==> src/rtl/ov7670_capture_dec.sv <==
// OV7670 RGB565 capture with 2^C_DEC_SHIFT decimation into a frame buffer write port.
// Optional luma output is enabled by defining the macro CAPTURE_GRAY_EN (adds input gray_mode).
module ov7670_capture_dec #(
  parameter int C_IMG_COLS    = 80,
  parameter int C_IMG_ROWS    = 60,
  parameter int C_DEC_SHIFT   = 3,
  parameter int C_NB_IMG_PXLS = 13,
  parameter int C_NB_CNT      = 10
) (
  input  logic                     clk,
  input  logic                     rst_n,
  input  logic                     pclk,
  input  logic                     vsync,
  input  logic                     href,
  input  logic [7:0]               data,
  input  logic                     swap_r_b,
  input  logic                     freeze,
`ifdef CAPTURE_GRAY_EN
  input  logic                     gray_mode,
`endif
  output logic [C_NB_IMG_PXLS-1:0] addr,
  output logic [15:0]              dout,
  output logic                     we,
  output logic                     frame_done,
  output logic [7:0]               frame_cnt
);

  localparam int NB_WCNT = C_NB_IMG_PXLS + 1;
  localparam logic [NB_WCNT-1:0]  C_TOTAL    = NB_WCNT'(C_IMG_COLS * C_IMG_ROWS);
  localparam logic [C_NB_CNT-1:0] C_DEC_MASK = C_NB_CNT'((1 << C_DEC_SHIFT) - 1);
  localparam logic [C_NB_CNT-1:0] C_COLS_L   = C_NB_CNT'(C_IMG_COLS);
  localparam logic [C_NB_CNT-1:0] C_ROWS_L   = C_NB_CNT'(C_IMG_ROWS);

  typedef enum logic [1:0] {
    S_IDLE   = 2'd0,
    S_SYNC   = 2'd1,
    S_ACTIVE = 2'd2
  } state_t;

  state_t r_state;
  state_t w_state_nxt;

  logic       r_pclk_s1, r_pclk_s2, r_pclk_s3;
  logic       r_vsync_s1, r_vsync_s2, r_vsync_s3;
  logic       r_href_s1, r_href_s2, r_href_s3;
  logic [7:0] r_data_s1, r_data_s2;

  logic [C_NB_CNT-1:0]      r_col, r_row;
  logic                     r_have_hi;
  logic [7:0]               r_hi_byte;
  logic [NB_WCNT-1:0]       r_wr_cnt;
  logic                     r_freeze_lat;
  logic [C_NB_IMG_PXLS-1:0] r_addr;
  logic [15:0]              r_dout;
  logic                     r_we;
  logic                     r_frame_done;
  logic [7:0]               r_frame_cnt;

  logic        w_byte_stb, w_vs_rise, w_vs_fall, w_href_fall;
  logic        w_in_active, w_end_frame, w_line_byte, w_pix_stb;
  logic        w_keep, w_do_write;
  logic [15:0] w_rgb_raw, w_rgb, w_pix_out;
  logic [4:0]  w_r5, w_b5;
  logic [5:0]  w_g6;

  // Camera signals cross into clk through two flops; the third stage only feeds edge detection.
  always_ff @(posedge clk or negedge rst_n) begin
    if (!rst_n) begin
      r_pclk_s1  <= 1'b0;
      r_pclk_s2  <= 1'b0;
      r_pclk_s3  <= 1'b0;
      r_vsync_s1 <= 1'b0;
      r_vsync_s2 <= 1'b0;
      r_vsync_s3 <= 1'b0;
      r_href_s1  <= 1'b0;
      r_href_s2  <= 1'b0;
      r_href_s3  <= 1'b0;
      r_data_s1  <= 8'h00;
      r_data_s2  <= 8'h00;
    end else begin
      r_pclk_s1  <= pclk;
      r_pclk_s2  <= r_pclk_s1;
      r_pclk_s3  <= r_pclk_s2;
      r_vsync_s1 <= vsync;
      r_vsync_s2 <= r_vsync_s1;
      r_vsync_s3 <= r_vsync_s2;
      r_href_s1  <= href;
      r_href_s2  <= r_href_s1;
      r_href_s3  <= r_href_s2;
      r_data_s1  <= data;
      r_data_s2  <= r_data_s1;
    end
  end

  assign w_byte_stb  = r_pclk_s2 & ~r_pclk_s3;
  assign w_vs_rise   = r_vsync_s2 & ~r_vsync_s3;
  assign w_vs_fall   = ~r_vsync_s2 & r_vsync_s3;
  assign w_href_fall = ~r_href_s2 & r_href_s3;

  always_ff @(posedge clk or negedge rst_n) begin
    if (!rst_n) r_state <= S_IDLE;
    else        r_state <= w_state_nxt;
  end

  always_comb begin
    w_state_nxt = r_state;
    case (r_state)
      S_IDLE:   if (w_vs_rise) w_state_nxt = S_SYNC;
      S_SYNC:   if (w_vs_fall) w_state_nxt = S_ACTIVE;
      S_ACTIVE: if (w_vs_rise) w_state_nxt = S_SYNC;
      default:  w_state_nxt = S_IDLE;
    endcase
  end

  // A vsync rise in ACTIVE wins over any byte strobe in the same cycle, so a partial pixel is dropped.
  always_comb begin
    w_in_active = 1'b0;
    w_end_frame = 1'b0;
    case (r_state)
      S_ACTIVE: begin
        w_in_active = ~w_vs_rise;
        w_end_frame = w_vs_rise;
      end
      default: begin
        w_in_active = 1'b0;
        w_end_frame = 1'b0;
      end
    endcase
  end

  assign w_line_byte = w_in_active & w_byte_stb & r_href_s2;
  assign w_pix_stb   = w_line_byte & r_have_hi;

  always_ff @(posedge clk or negedge rst_n) begin
    if (!rst_n) begin
      r_have_hi <= 1'b0;
      r_hi_byte <= 8'h00;
    end else begin
      if (!w_in_active || w_href_fall) r_have_hi <= 1'b0;
      else if (w_line_byte)            r_have_hi <= ~r_have_hi;
      if (w_line_byte && !r_have_hi)   r_hi_byte <= r_data_s2;
    end
  end

  always_ff @(posedge clk or negedge rst_n) begin
    if (!rst_n) begin
      r_col <= '0;
      r_row <= '0;
    end else if (!w_in_active) begin
      r_col <= '0;
      r_row <= '0;
    end else if (w_href_fall) begin
      r_col <= '0;
      r_row <= r_row + 1'b1;
    end else if (w_pix_stb) begin
      r_col <= r_col + 1'b1;
    end
  end

  assign w_keep = w_pix_stb
                & ((r_col & C_DEC_MASK) == '0)
                & ((r_row & C_DEC_MASK) == '0)
                & ((r_col >> C_DEC_SHIFT) < C_COLS_L)
                & ((r_row >> C_DEC_SHIFT) < C_ROWS_L);

  assign w_do_write = w_keep & ~r_freeze_lat & (r_wr_cnt < C_TOTAL);

  assign w_rgb_raw = {r_hi_byte, r_data_s2};
  assign w_r5      = swap_r_b ? w_rgb_raw[4:0]   : w_rgb_raw[15:11];
  assign w_g6      = w_rgb_raw[10:5];
  assign w_b5      = swap_r_b ? w_rgb_raw[15:11] : w_rgb_raw[4:0];
  assign w_rgb     = {w_r5, w_g6, w_b5};

`ifdef CAPTURE_GRAY_EN
  logic [9:0] w_luma_sum;
  // Weights 1:2:1 on the channels expanded to 8 bits, divided by four.
  assign w_luma_sum = {2'b00, w_r5, 3'b000} + {1'b0, w_g6, 3'b000} + {2'b00, w_b5, 3'b000};
  assign w_pix_out  = gray_mode ? {8'h00, w_luma_sum[9:2]} : w_rgb;
`else
  assign w_pix_out  = w_rgb;
`endif

  // Write pointer restarts on every vsync rise, which is also when freeze takes effect.
  always_ff @(posedge clk or negedge rst_n) begin
    if (!rst_n) begin
      r_wr_cnt     <= '0;
      r_addr       <= '0;
      r_freeze_lat <= 1'b0;
    end else if (w_vs_rise) begin
      r_wr_cnt     <= '0;
      r_addr       <= '0;
      r_freeze_lat <= freeze;
    end else if (w_do_write) begin
      r_wr_cnt     <= r_wr_cnt + 1'b1;
      r_addr       <= r_wr_cnt[C_NB_IMG_PXLS-1:0];
    end
  end

  always_ff @(posedge clk or negedge rst_n) begin
    if (!rst_n) begin
      r_we   <= 1'b0;
      r_dout <= 16'h0000;
    end else begin
      r_we <= w_do_write;
      if (w_do_write) r_dout <= w_pix_out;
    end
  end

  always_ff @(posedge clk or negedge rst_n) begin
    if (!rst_n) begin
      r_frame_done <= 1'b0;
      r_frame_cnt  <= 8'h00;
    end else begin
      r_frame_done <= w_end_frame & (r_wr_cnt == C_TOTAL);
      if (w_end_frame && (r_wr_cnt == C_TOTAL)) r_frame_cnt <= r_frame_cnt + 8'd1;
    end
  end

  assign addr       = r_addr;
  assign dout       = r_dout;
  assign we         = r_we;
  assign frame_done = r_frame_done;
  assign frame_cnt  = r_frame_cnt;

endmodule

==> config.mk <==
export PLATFORM = sky130hd
export DESIGN_NAME = ov7670_capture_dec
export DESIGN_NICKNAME = d
export VERILOG_FILES = /design/src/rtl/ov7670_capture_dec.sv
export SDC_FILE = /design/constraint.sdc
export NUM_CORES = 1
export LEC_CHECK = 0
export ABC_AREA = 1
export BUFFER_PORTS_ARGS = -buffer_cell sky130_fd_sc_hd__buf_2
export CAP_MARGIN = 0
export CELL_PAD_IN_SITES_DETAIL_PLACEMENT = 1
export CELL_PAD_IN_SITES_GLOBAL_PLACEMENT = 1
export CORE_UTILIZATION = 44
export DETAILED_ROUTE_END_ITERATION = 7
export PLACE_DENSITY_LB_ADDON = 0.1
export RECOVER_POWER = 100
export SYNTH_ARGS = -nofsm -noshare
export SYNTH_HDL_FRONTEND = slang
export SYNTH_SLANG_ARGS = --single-unit
==> constraint.sdc <==
create_clock -name clk -period 1.8 [get_ports clk]
set_input_delay 0.27 -clock clk [delete_from_list [all_inputs] [get_ports clk]]
set_output_delay 0.27 -clock clk [all_outputs]
set_load 0.005 [all_outputs]
==> results_dict.tcl, run 1 <==
set metrics [dict create \
    ys_ff_latch 110 \
    placed_area_um2 5610 \
    combPwrFrac_pct 7.7 \
    crit_type "reg2reg" \
    die-area_um2 12000 \
    failed_checks "slew limit" \
    synth.cell_area_um2 5100 \
    synth.largest_area_cell "dfrtp_1" \
    start_util_pct 46.0 \
    dp_cells 801 \
    clock_path_buffers 2 \
    cts-htree-levels 3 \
    hold_viol_final 0 \
    synth_adder_area_share_pct 1.72 \
    synth.top_cell.area_share_pct 54.0 \
    syn_nets 628 \
    max_freq_ghz 0.593 \
    min_period_ns 1.69 \
    power_mw 5.04 \
    syn_inst 606 \
    final_cell_mix "168 x nand2_1, 110 x dfrtp_1, 69 x inv_1, 64 x nand3_1, 49 x nor2_1" \
    worstSkewPairLatency_ns 0.36 \
    pwr-share-seq_pct 52.9 \
    p_switching_mw 1.35 \
    p_int_mw 3.69 \
    die-width_um 110 \
    grt_pass1_vias 4412 \
    place_hpwl_um 8610 \
    clkPwrFrac_pct 39.5 \
    fp-row-count 38 \
    drive_above_1_share_pct 11.9 \
    core-area_um2 11100 \
    cts_num_sinks 110 \
    cts_root_buffer "clkbuf_16" \
    antenna_cells 0 \
    worstPathMaxFanout 7 \
    via_count 4271 \
    slowest_stage "dfrtp_1" \
    firstDrtPassIters 4 \
    cts_made_buffers 9 \
    final_common_cell "nand2_1" \
    grt_pass1_wl_um 21200 \
    port_buffers 53 \
    max-cap-violations 0 \
    cpMostUsedCell "nand2_1" \
    hp-class "in2reg" \
    switching_share_pct 26.8 \
    path_cells "ha_1 -> nand2_1 -> nor2_2 -> nand2_1 -> o21ai_0 -> nand4_1 -> nand2_1" \
    ir_drop_mv 0.439 \
    layout.nets 698 \
    required_ns 2.10 \
    synth.distinct_cells 31 \
    tightest_slew_ns 1.51 \
    synthMuxAreaShare_pct 0 \
    synth-compound-area-share_pct 6.31 \
    drv_slew 110 \
    synth_top_family_by_area "simple AND/OR/NAND/NOR gates" \
    stdcell_area_um2 5900 \
    status "finished with violations" \
    detail_route.vias_per_cell 5.20 \
    slew_headroom_pct -0.881 \
    yosysWarnings 0 \
    area_growth_pct 15.7 \
    synth_area_leaders "dfrtp_1 54%, nand2_1 13%, nand3_1 6.4%" \
    place.gp.congestion 0.778 \
    powerDensity_nw_per_um2 854 \
    grt_overflow 0 \
    ys_seq_area_share_pct 54.0 \
    first_iter_violations 193 \
    die-height_um 110 \
    wl_per_cell_um 15.3 \
    grt_max_degree 111 \
    final_cells 821 \
    finClkSkew_ns 0.00688 \
    grt_util_all_layers_pct 23.0 \
    antenna_found_initial 0 \
    clk_pin_slew_worst_paths_ns 0.08 \
    synthXorXnorAreaFrac_pct 1.89 \
    power.leakage_nw 2.94 \
    cp_slowest_stage_delay_ns 0.52 \
    wirelength_um 12500 \
    period_share_pct 93.7 \
    syn_avg_cell_area_um2 8.42 \
    endpoint_kind "register" \
    startpoint_type "register" \
    route.detailed.drc 0 \
    setup_viol 0 \
    n_fill_cell 1354 \
    synthSimpleGateAreaFrac_pct 28.8 \
    arrival_ns 1.98 \
    ant_nets 0 \
    tritoncts "yes" \
    io_pins 54 \
]
-- registers in the layout, summed over array words and instances (netlist names), 2 cells and up --
signal     count
r_col         10
dout          16
frame_cnt      8
r_hi_byte      8
r_wr_cnt      14
r_state        2
r_data_s1      8
r_row         10
r_data_s2      8
addr          13
-- stage by stage --
stage / hold WS (ns) / setup slack (ns) / TNS [ns] / utilization [%]
after global routing: 0.000872 / -0.0228 / -0.0228 / 53.3
after detailed placement: 0.336 / 0.00746 / 0 / 50.6
after global placement: 0.333 / 0.0876 / 0 / 50.6
final: 0.0154 / 0.113 / 0 / 53.3
after floorplan: -0.0256 / 0.231 / 0 / -
after CTS: 0.00183 / 0.00537 / 0 / 53.7
-- layer usage --
metal / track usage, % / routed length [µm]
met1: 30.0 / 5890
met2: 39.2 / 6140
met4: 8.19 / 200
met3: 3.20 / 314
met5: 0 / 0
-- synth_stat cells --
| cell | instances |
|---|---|
| a21oi_1 | 8 |
| a31oi_1 | 1 |
| and2_1 | 1 |
| buf_1 | 2 |
| buf_2 | 7 |
| buf_6 | 4 |
| clkbuf_1 | 4 |
| clkinv_1 | 1 |
| dfrtp_1 | 110 |
| ha_1 | 7 |
| inv_1 | 69 |
| inv_2 | 2 |
| nand2_1 | 170 |
| nand2_2 | 3 |
| nand2_4 | 1 |
| nand3_1 | 65 |
| nand3_2 | 2 |
| nand3b_1 | 3 |
| nand4_1 | 16 |
| nor2_1 | 52 |
| nor2_2 | 2 |
| nor2_4 | 2 |
| nor2_8 | 2 |
| nor3_1 | 10 |
| nor4_1 | 1 |
| o21ai_0 | 25 |
| o21ai_1 | 18 |
| o21ai_2 | 6 |
| o31ai_1 | 1 |
| xnor2_1 | 5 |
| xor2_1 | 6 |
-- power by group through the flow --
stage          clock (mW)  sequential [mW]  combinational [mW]
2_1_floorplan           0             2.69               0.222
3_3_place_gp            0             2.70               0.370
3_5_place_dp            0             2.72               0.389
4_1_cts              2.05             2.66               0.404
5_1_grt              2.13             2.68               0.442
6_report             1.99             2.66               0.386
-- what timing repair did --
item / 4_1_cts / 5_1_grt
gates cloned: 1 / 1
hold buffers: 1 / 0
endpoints found under the setup margin: 16 / 42
endpoints found under the hold margin: 1 / 0
resized for setup: 2 / 13
buffers inserted: 1 / 0
pin swaps: 3 / 3
-- final timing paths --
check / start / to / slack (ns) / cells past startpoint
min in group asynchronous: rst_n / dout[14]$_DFFE_PN0P_ / 0.39 / 2
min: data[6] / r_data_s1[6]$_DFF_PN0_ / 0.02 / 1
max in group asynchronous: rst_n / r_vsync_s3$_DFF_PN0_ / 0.44 / 2
max reg2reg: r_wr_cnt[0]$_DFFE_PN0P_ / r_wr_cnt[8]$_DFFE_PN0P_ / 0.11 / 7
min reg2reg: r_data_s1[7]$_DFF_PN0_ / r_data_s2[7]$_DFF_PN0_ / 0.35 / 0
max: r_wr_cnt[0]$_DFFE_PN0P_ / r_wr_cnt[8]$_DFFE_PN0P_ / 0.11 / 7
-- final cells by class --
type	instances	area (µm²)	share of cell area, %
sequential	110	2750	46.7
clock inverter	7	63.8	1.08
timing repair buffer	74	393	6.66
tap	140	175	2.97
clock buffer	9	225	3.82
multi-input combinational	409	2020	34.2
inverter	72	270	4.58
-- critical path, delay by kind of cell (launching register included) --
| kind | cells | cell delay, ns |
|---|---|---|
| DFF | 1 | 0.52 |
| and+or+nand+nor | 5 | 0.65 |
| adders and majority gates | 1 | 0.25 |
| AOI/OAI and AO/OA | 1 | 0.21 |
-- cells by family after synthesis --
family                     Yosys count
xor gates and xnor gates            11
DFF                                110
adders and majority gates            7
buffers and inverters               89
AOI/OAI and AO/OA                   59
and+or+nand+nor                    330
Note: power is estimated with default switching activity, not from simulation.
==> run 2: changes to the inputs <==
--- a/config.mk
+++ b/config.mk
@@ -10,8 +10,9 @@
 export CAP_MARGIN = 0
 export CELL_PAD_IN_SITES_DETAIL_PLACEMENT = 1
 export CELL_PAD_IN_SITES_GLOBAL_PLACEMENT = 1
-export CORE_UTILIZATION = 44
+export CORE_UTILIZATION = 30
 export DETAILED_ROUTE_END_ITERATION = 7
+export GPL_TIMING_DRIVEN = 0
 export PLACE_DENSITY_LB_ADDON = 0.1
 export RECOVER_POWER = 100
 export SYNTH_ARGS = -nofsm -noshare
==> run 2 against run 1 <==
The flow now finishes without violations; utilization fell by 15 points; clock-buffer cell count rose by 1; critical path type unchanged; first-iteration DRC count fell by 5.7%; register-to-register slack barely moved; critical endpoint is now r_wr_cnt[5]$_DFFE_PN0P_; fmax barely moved.
==> results_dict.tcl, run 2 (synthesis gave the netlist of run 1 again) <==
set metrics [dict create \
    first_iter_violations 182 \
    cts-htree-levels 3 \
    power_mw 5.07 \
    grt_max_degree 60 \
    route.detailed.drc 0 \
    hp-class "in2reg" \
    power.leakage_nw 3.21 \
    max-cap-violations 0 \
    period_share_pct 93.8 \
    grt_overflow 0 \
    startpoint_type "register" \
    core-area_um2 16600 \
    io_pins 54 \
    layout.nets 721 \
    wl_per_cell_um 14.3 \
    fin_ws_ns 0.112 \
    place.gp.congestion 0.800 \
    wirelength_um 13200 \
    die-width_um 132 \
    max_freq_ghz 0.592 \
    arrival_ns 1.98 \
    slew_headroom_pct 49.0 \
    ff_latch_area_um2 2750 \
    min_period_ns 1.69 \
    drive_above_1_share_pct 20.0 \
    antenna_found_initial 0 \
    start_util_pct 30.8 \
    crit_type "reg2reg" \
    fp-row-count 47 \
    cts_root_buffer "clkbuf_16" \
    drv_slew 0 \
    area_growth_pct 24.1 \
    finClkSkew_ns 0.0104 \
    firstDrtPassIters 4 \
    worstPathMaxFanout 7 \
    tritoncts "yes" \
    powerDensity_nw_per_um2 801 \
    grt_util_all_layers_pct 16.3 \
    tightest_slew_ns 0.765 \
    endpoint_kind "register" \
    n_fill_cell 2021 \
    die-area_um2 17500 \
    final_util_pct 38.2 \
    die-height_um 132 \
    required_ns 2.09 \
    setup_viol 0 \
    cts_num_sinks 110 \
    pre_cts_slack_ns -0.152 \
    detail_route.vias_per_cell 4.63 \
    hold_viol_final 0 \
    grt_pass1_wl_um 22600 \
    place_hpwl_um 9360 \
    grt_pass1_vias 4450 \
    ir_drop_mv 0.485 \
    via_count 4276 \
    worstSkewPairLatency_ns 0.36 \
    clk_pin_slew_worst_paths_ns 0.08 \
    cts_made_buffers 9 \
    status "finished clean" \
    final_cell_mix "167 x nand2_1, 109 x dfrtp_1, 66 x inv_1, 64 x nand3_1, 58 x buf_2" \
    multi_input_area_um2 2060 \
    antenna_cells 0 \
    largest_register_ffs 16 \
    ant_nets 0 \
    port_buffers 53 \
    clock_path_buffers 2 \
    final_common_cell "nand2_1" \
]
run 2: changes by cell type in the layout (fill, tap and decap cells not counted), sizes merged:
cell,delta
dlygate4sd3,+6
inv,-2
clkinv,+1
buf,+51
clkbuf,-31
nor2,-2
run 2: stage by stage:
stage / setup TNS [ns] / hold WS [ns] / area (µm²) / instances
after floorplan: 0 / -0.0256 / 5100 / 606
after global placement: -108.72 / 0.333 / 5640 / 879
after detailed placement: -3.76 / 0.267 / 5670 / 880
after global routing: -0.0161 / 0.00220 / 6330 / 924
final: 0 / 0.0164 / 6330 / 924
after CTS: 0 / 0.00221 / 6080 / 907
run 2: layout make-up:
type                    instances  share of cell area, %
plain buffers                  17                   1.92
clock buffers                  10                   3.78
clock inverters                 6                  0.831
inverters                      72                   4.27
multi-input cells             407                   32.6
flip-flops and latches        110                   43.5
well taps                     220                   4.35
repair buffers                 82                   8.74
run 2: layer usage:
layer	vias up	wire, µm	track usage [%]
met3	11	312	3.15
li1	2120	-	-
met1	2103	6430	21.4
met4	0	243	5.56
met5	-	0	0
met2	42	6230	26.7
run 2: repair_timing:
item                                   CTS  global route
pin swaps                                4             6
endpoints found under the hold margin   55             2
gates resized for setup                  8            25
hold buffers                             5             2
setup endpoints to repair               41            61
gates cloned                             0             1
buffers inserted                         6            14
run 2: power by group:
group	total (mW)	internal (mW)	switching (mW)
sequential	2.66	2.59	0.0770
clock	1.98	1.00	0.981
combinational	0.418	0.144	0.274
total	5.07	3.74	1.33
run 2: critical path, cell delays in order (launching register included):
cell and delay, ns:
dfrtp_1 0.47, nor2_2 0.19, nand3_1 0.14, nand2_4 0.15, nand3_2 0.14, nor2_8 0.20
buf_4 0.15, nand3_1 0.08, nand2_1 0.09
run 2: path summary, 6_finish.rpt:
path / start / endpoint / slack [ns] / cells past startpoint
min: data[1] / r_data_s1[1]$_DFF_PN0_ / 0.02 / 1
max in group asynchronous: rst_n / r_wr_cnt[0]$_DFFE_PN0P_ / 0.50 / 3
max reg2reg: r_wr_cnt[10]$_DFFE_PN0P_ / r_wr_cnt[5]$_DFFE_PN0P_ / 0.11 / 8
min in group asynchronous: rst_n / dout[4]$_DFFE_PN0P_ / 0.53 / 2
min reg2reg: r_data_s1[2]$_DFF_PN0_ / r_data_s2[2]$_DFF_PN0_ / 0.35 / 0
max: r_wr_cnt[10]$_DFFE_PN0P_ / r_wr_cnt[5]$_DFFE_PN0P_ / 0.11 / 8
